==> src/rtl/data_mem_arbiter.sv <==
// Round-robin arbiter sharing one single-port synchronous data RAM between two requesters.
// Stores finish in the grant cycle; loads spend one RD_WAIT cycle so the read data returns to its issuer.
module data_mem_arbiter #(
  parameter int ADDR_WIDTH = 32,
  parameter int DATA_WIDTH = 32
) (
  input  logic                  clk,
  input  logic                  rst,
  input  logic                  m0_req,
  input  logic                  m0_we,
  input  logic [ADDR_WIDTH-1:0] m0_addr,
  input  logic [DATA_WIDTH-1:0] m0_wdata,
  input  logic [1:0]            m0_width,
  input  logic                  m0_sext,
  output logic                  m0_gnt,
  output logic                  m0_rvalid,
  output logic [DATA_WIDTH-1:0] m0_rdata,
  input  logic                  m1_req,
  input  logic                  m1_we,
  input  logic [ADDR_WIDTH-1:0] m1_addr,
  input  logic [DATA_WIDTH-1:0] m1_wdata,
  input  logic [1:0]            m1_width,
  input  logic                  m1_sext,
  output logic                  m1_gnt,
  output logic                  m1_rvalid,
  output logic [DATA_WIDTH-1:0] m1_rdata,
  output logic [ADDR_WIDTH-1:0] ram_addr,
  output logic [DATA_WIDTH-1:0] ram_din,
  output logic                  ram_we,
  output logic [1:0]            ram_width,
  output logic                  ram_sext,
  input  logic [DATA_WIDTH-1:0] ram_dout
);

  typedef enum logic {IDLE, RD_WAIT} state_t;

  state_t state, state_next;
  logic   last, last_next;
  logic   owner, owner_next;
  logic   grant0, grant1;

  // On contention the requester that was not granted most recently wins; reset blocks all grants.
  always_comb begin
    grant0 = 1'b0;
    grant1 = 1'b0;
    if (!rst && state == IDLE) begin
      if (m0_req && m1_req) begin
        grant0 = last;
        grant1 = !last;
      end else begin
        grant0 = m0_req;
        grant1 = m1_req;
      end
    end
  end

  always_comb begin
    ram_addr  = m0_addr;
    ram_din   = m0_wdata;
    ram_width = m0_width;
    ram_sext  = m0_sext;
    if (grant1) begin
      ram_addr  = m1_addr;
      ram_din   = m1_wdata;
      ram_width = m1_width;
      ram_sext  = m1_sext;
    end
  end

  assign ram_we = (grant0 && m0_we) || (grant1 && m1_we);
  assign m0_gnt = grant0;
  assign m1_gnt = grant1;

  always_comb begin
    state_next = state;
    last_next  = last;
    owner_next = owner;
    case (state)
      IDLE: begin
        if (grant0 || grant1) begin
          last_next = grant1;
          if (!ram_we) begin
            state_next = RD_WAIT;
            owner_next = grant1;
          end
        end
      end
      RD_WAIT: state_next = IDLE;
      default: state_next = IDLE;
    endcase
  end

  always_ff @(posedge clk) begin
    if (rst) begin
      state <= IDLE;
      last  <= 1'b1;
      owner <= 1'b0;
    end else begin
      state <= state_next;
      last  <= last_next;
      owner <= owner_next;
    end
  end

  // A reset landing in RD_WAIT swallows the pending read response.
  assign m0_rvalid = !rst && state == RD_WAIT && !owner;
  assign m1_rvalid = !rst && state == RD_WAIT && owner;
  assign m0_rdata  = ram_dout;
  assign m1_rdata  = ram_dout;

endmodule

==> config.mk <==
export PLATFORM = sky130hd
export DESIGN_NAME = data_mem_arbiter
export DESIGN_NICKNAME = d
export VERILOG_FILES = /design/src/rtl/data_mem_arbiter.sv
export SDC_FILE = /design/constraint.sdc
export NUM_CORES = 1
export LEC_CHECK = 0
export ABC_AREA = 1
export CAP_MARGIN = 40
export CORE_AREA = 2 2 119 121
export CTS_CLUSTER_DIAMETER = 150
export DETAILED_ROUTE_END_ITERATION = 10
export DIE_AREA = 0 0 121 123
export PLACE_DENSITY_LB_ADDON = 0.08
export SYNTH_ARGS = -nofsm -noshare
export SYNTH_HDL_FRONTEND = slang
export SYNTH_SLANG_ARGS = --single-unit
==> constraint.sdc <==
create_clock -name clk -period 1.3 [get_ports clk]
set_input_delay 0.13 -clock clk [delete_from_list [all_inputs] [get_ports clk]]
set_output_delay 0.13 -clock clk [all_outputs]
set_load 0.02 [all_outputs]
==> results.py <==
metrics = {
    "logic_synthesis": {
        "synth-seq-area-share_pct": 4.01,
        "synthesis.nets": 478,
        "ys_warn_count": 0,
        "yosysUniqueCellTypes": 17,
        "syn_inst": 306,
        "ys_ff_latch": 3,
        "syn_area_sq_um": 1500,
        "synth.avg_cell_area_sq_um": 4.90,
    },
    "worst_setup_path": {
        "r2r-end": "owner",
        "setup.worst_path.end": "ram_din[9]",
        "cp-start-kind": "register",
        "worstSetupStartpoint": "state",
        "arrival_ns": 1.47,
        "r2r_setup_slack_ns": -0.03,
        "endpoint_kind": "primary output",
        "cp_max_fo": 7,
        "worstPathRequired_ns": 1.17,
        "ff2ff_path_depth": 8,
        "path_class": "reg -> out",
        "timing.rr.start": "state",
    },
    "clock_tree": {
        "cts-root-buf": "clkbuf_16",
        "cts_hold_buf": 0,
        "cts_buffer_depth": 2,
        "clkSinkCount": 3,
        "numCtsBuffers": 3,
        "clkLatencyLatePin_ns": 0.22,
        "cts.htree.levels": 1,
        "tritoncts": "built",
        "clk_pin_slew_ns": 0.03,
    },
    "die": {
        "coreArea_sq_um": 13600,
        "die-area_sq_um": 14900,
        "io_pins": 308,
        "die_h_microns": 123,
        "fp-row-count": 43,
        "die_x_microns": 121,
        "start_util_pct": 11.0,
    },
    "grt": {
        "grt_max_degree": 20,
        "first_global_vias": 2439,
        "grt_usage_pct": 11.2,
        "grt-ovfl-total": 0,
        "antenna_found_initial": 0,
        "grt_pass1_wl_mm": 12.9,
    },
    "routing": {
        "dr.pass1.iters": 3,
        "wl_per_cell_microns": 14.3,
        "antenna_left": 0,
        "vias": 2447,
        "drc": 0,
        "drt_iter0_drc": 21,
        "via_per_inst": 3.74,
        "drt-total-wl_mm": 9.36,
    },
    "cells_and_area": {
        "layout_commonest_cell": "clkdlybuf4s50_1",
        "num_antenna_cells": 0,
        "layout-drive-gt1-share_pct": 41.8,
        "fin_nets": 647,
        "postLayoutCellArea_sq_um": 4300,
        "final_cell_mix": "136 x clkdlybuf4s50_1, 121 x nand2_1, 75 x buf_6",
        "fill_cells": 1533,
        "fin_cells": 654,
        "syn_to_final_growth_pct": 187,
    },
    "sta": {
        "post-route-period-util_pct": 123,
        "setup_violations": 71,
        "worst_slack_ns": -0.300,
        "rsz0062_at_grt": "yes",
        "period_minus_slack_ns": 1.60,
        "timing_hold_violations_final": 0,
        "fin_hold_ws_ns": 0.260,
        "max_freq_mhz": 625,
        "relSlewSlack_pct": 86.0,
        "slew_violations": 0,
        "fin_skew_ns": 0.00149,
        "worstMarginPinSlew_ns": 0.210,
    },
    "power": {
        "ir_drop_uv": 210,
        "p_leak_nw": 2.08,
        "powerDensity_nw_per_um2": 531,
    },
    "flow_run": {
        "cap_viol_max_count": 0,
    },
    "run_status": {
        "violations": "setup timing",
        "outcome": "complete, but fails checks",
    },
    "placed_design": {
        "place_area_sq_um": 3410,
        "gp_congestion": 0.696,
        "place_inst": 631,
        "hpwl_mm": 6.37,
        "port_buffers": 211,
    },
    "min_path": {
        "hold_path_class": "in -> out",
    },
}
## power breakdown
group | switching, mW | internal [mW]
sequential | 0.00584 | 0.100
combinational | 0.723 | 0.965
clock | 0.0856 | 0.405
total | 0.814 | 1.47
## cell families (layout without fill, tap and decap cells)
family                 Yosys count  in the layout  synth area share (%)
and+or+nand+nor                216            216                  55.7
DFF                              3              3                  4.01
AOI/OAI and AO/OA                3              3                  1.34
buffers and inverters           84            252                  39.0
## synth_stat cells, drive strengths merged
cell type / number / area share (%)
clkbuf: 3 / 0.75
nand4: 2 / 0.83
inv: 6 / 1.5
o211ai: 1 / 0.50
buf: 75 / 37
and2: 1 / 0.42
nand3: 3 / 1.3
nand2: 207 / 52
nor2: 3 / 1.3
a21oi: 1 / 0.33
o21a: 1 / 0.50
dfxtp: 3 / 4.0
## metrics by stage
step / setup WS, ns / utilization, % / power [mW] / TNS [ns]
final: -0.300 / 31.6 / 2.28 / -16.68
after CTS: -0.299 / 29.7 / 2.22 / -17.24
after detailed placement: -0.875 / 25.1 / 1.47 / -56.97
after global placement: -0.871 / 25.1 / 1.47 / -56.62
after floorplan: 0.0403 / - / 0.881 / 0
after global routing: -0.365 / 31.6 / 2.41 / -22.33
## final cells by class
| cell class | instances | area [sq um] | area share [%] |
|---|---|---|---|
| repair buffers | 242 | 2680 | 62.3 |
| multi-input cells | 219 | 1230 | 28.6 |
| well taps | 180 | 225 | 5.24 |
| clock buffers | 4 | 78.8 | 1.83 |
| flip-flops and latches | 3 | 61.3 | 1.43 |
| inverters | 6 | 27.5 | 0.640 |
## how the worst min path moves through the flow
stage,to,start,slack [ns],depth (start not counted)
after floorplan,owner,rst,0.20,1
after global placement,m0_rdata[14],ram_dout[14],0.26,0
after detailed placement,m0_rdata[14],ram_dout[14],0.26,0
after CTS,m0_rdata[14],ram_dout[14],0.26,0
after global routing,m1_rdata[19],ram_dout[19],0.26,0
final,m1_rdata[19],ram_dout[19],0.26,0
## critical path, stage by stage (launching register included)
cell and delay [ns]:
dfxtp_2 0.32, nor2_4 0.14, nand3_4 0.12, buf_6 0.16, buf_6 0.13, buf_16 0.14, nand2_2 0.06, nand2_2 0.05
buf_6 0.12
## routing by layer
metal | wire [microns] | track usage (%)
met1 | 2860 | 9.90
met2 | 5190 | 23.3
met3 | 1240 | 4.80
met4 | 70 | 1.96
met5 | 0 | 0
## registers in the layout, summed over array words and instances, names as in the netlist
signal	cells
owner	1
state	1
last	1
## repair_timing
item / in CTS / in global routing
setup buffers: 8 / 4
endpoints found under the setup margin: 73 / 74
resized for setup: 488 / 74
pin swaps: 24 / 23
gates cloned: 8 / 2
Power figures use the tool's default switching activity.
==> variant (config.mk and constraints unchanged) <==
`DATA_WIDTH`: 32 -> 36.
--- a/src/rtl/data_mem_arbiter.sv
+++ b/src/rtl/data_mem_arbiter.sv
@@ -3,5 +3,5 @@
 module data_mem_arbiter #(
   parameter int ADDR_WIDTH = 32,
-  parameter int DATA_WIDTH = 32
+  parameter int DATA_WIDTH = 36
 ) (
   input  logic                  clk,
Ports: changed (6 resized); port bits go from 308 to 332. The function was not compared with the original's and may differ.
==> variant against the original RTL <==
The run still ends with negative setup slack left. Sequential share of layout area barely moved. Final cell count rose by 4.1%. Setup slack lost 0.028 ns. Area after synthesis is 7.4% higher. Final area fell by 0.44%. Routed wire length rose by 7.3%. Clock power barely moved. Sequential cell count unchanged. Via count grew 3.0%. Power down 1.8%.
==> variant: results (changes against the original RTL) <==
- Outcome: complete, but fails checks (unchanged)
- Violated checks: negative setup slack (unchanged)
- Top Registers: last x1, owner x1, state x1 (unchanged)
- Adder-Cell Fraction of Synth Area: 0% (unchanged)
- Worst min path class: input pin to output pin (unchanged)
- Final setup viols: 75 (was 71)
- Top post-synthesis cells by area: nand2_1 (51%), buf_4 (37%), dfxtp_1 (3.7%) (was nand2_1 (52%), buf_4 (33%), dfxtp_1 (4.0%))
- Area share of xor/xnor cells in the synthesized design: 0% (unchanged)
- Peak VDD IR: 0.224 mV (was 0.210 mV)
- Vias per Instance: 3.70 (was 3.74)
- First-pass GRT wire length: 12,800 um (was 12,900 um)
- Layout cells sized above 1: 36.7% (was 41.8%)
- Post-Place Setup Slack: -0.853 ns (was -0.875 ns)
- Syn. warnings: 0 (unchanged)
- Net Sw Frac: 35.9% (was 35.6%)
- Placed cell areas: 3600 um2 (was 3410 um2)
- Mapped Nets: 510 (was 478)
- Worst Skew: 0.000396 ns (was 0.00149 ns)
- Multiplexer share of the synthesized area: 0% (unchanged)
- Final net count: 686 (was 647)
- Worst hold start: ram_dout[0] (was ram_dout[19])
- Setup TNS: -19.84 ns (was -16.68 ns)
- Count of different cell masters after synthesis: 16 (was 17)
- Slowest stage delay, CP: 0.32 ns (about the same)
- Register area share after synthesis: 3.73% (was 4.01%)
- Via Count: 2,520 (was 2,447)
- Gate power share: 73.5% (was 73.9%)
- Iter 0 DRT Violations: 45 (was 21)
- Most frequent cells after synthesis: nand2_1 (219), buf_4 (79), clkbuf_1 (6) (was nand2_1 (207), buf_4 (65), buf_2 (8))
- Synth Area in Compound Gates: 1.24% (was 1.34%)
- Worst Path Max Fanout: 5 (was 7)
- Reg-to-reg slack, setup: -0.15 ns (was -0.03 ns)
- PwrDens: 524 nW/um2 (was 531 nW/um2)
- Post-CTS Resized: 323 (was 488)
- Placed Cells: 657 (was 631)
- DR pass1 iterations: 4 (was 3)
- DR WL/cell: 14.8 um (was 14.3 um)
- Port bufs: 223 (was 211)
- Num CTS Buffers: 3 (unchanged)
- CP Data Arrival Time: 1.50 ns (was 1.47 ns)
- Worst relative slew slack: 89.7% (was 86.0%)
- Setup bufs post-CTS: 4 (was 8)
- Cell family with most CP delay: buffers and inverters (unchanged)
- Reg2Reg Depth: 9 (was 8)
- Pleak: 2.17 nW (was 2.08 nW)
- Antenna diodes: 0 (unchanged)
- Ys async rst share: 0% (unchanged)
- Final setup margin: -0.329 ns (was -0.300 ns)
- Total track usage: 11.2% (about the same)
- Worst-Skew Late Latency: 0.22 ns (about the same)
- GP Congestion: 0.674 (was 0.696)
- Min Hold Slack: 0.260 ns (about the same)
- Post-DP HPWL: 6850 um (was 6370 um)
- Pin count of the biggest net entering global routing: 20 (unchanged)
- Fillers: 1,529 (was 1,533)
- Worst hold endpoint: m1_rdata[0] (was m1_rdata[19])
- Post-synthesis area per instance: 4.94 um2 (was 4.90 um2)
- CTS Buffer Depth: 2 (unchanged)
- Vias in the first global route: 2,421 (was 2,439)
-- variant: worst max path at each step --
stage / from / slack [ns] / end / depth (start not counted)
after floorplan: state / 0.04 / ram_din[27] / 6
after global placement: rst / -0.81 / ram_din[14] / 8
after detailed placement: rst / -0.85 / ram_din[14] / 8
after CTS: m0_req / -0.36 / ram_addr[17] / 8
after global routing: state / -0.38 / ram_din[25] / 7
final: state / -0.33 / ram_din[25] / 7
-- variant: final cells by class --
class	count	area, um2	share of cell area (%)
Sequential cell	3	61.3	1.43
Multi-Input combinational cell	231	1160	27.1
Tap cell	180	225	5.26
Timing Repair Buffer	257	2730	63.6
Clock buffer	4	78.8	1.84
Inverter	6	30.0	0.701
-- variant: metal layers --
layer	share of wire (%)	global-route usage, %	up-vias
li1	-	-	1258
met1	33	10.5	1083
met2	54	22.1	159
met3	11	4.24	20
met4	2.2	4.07	0
met5	0	0	-
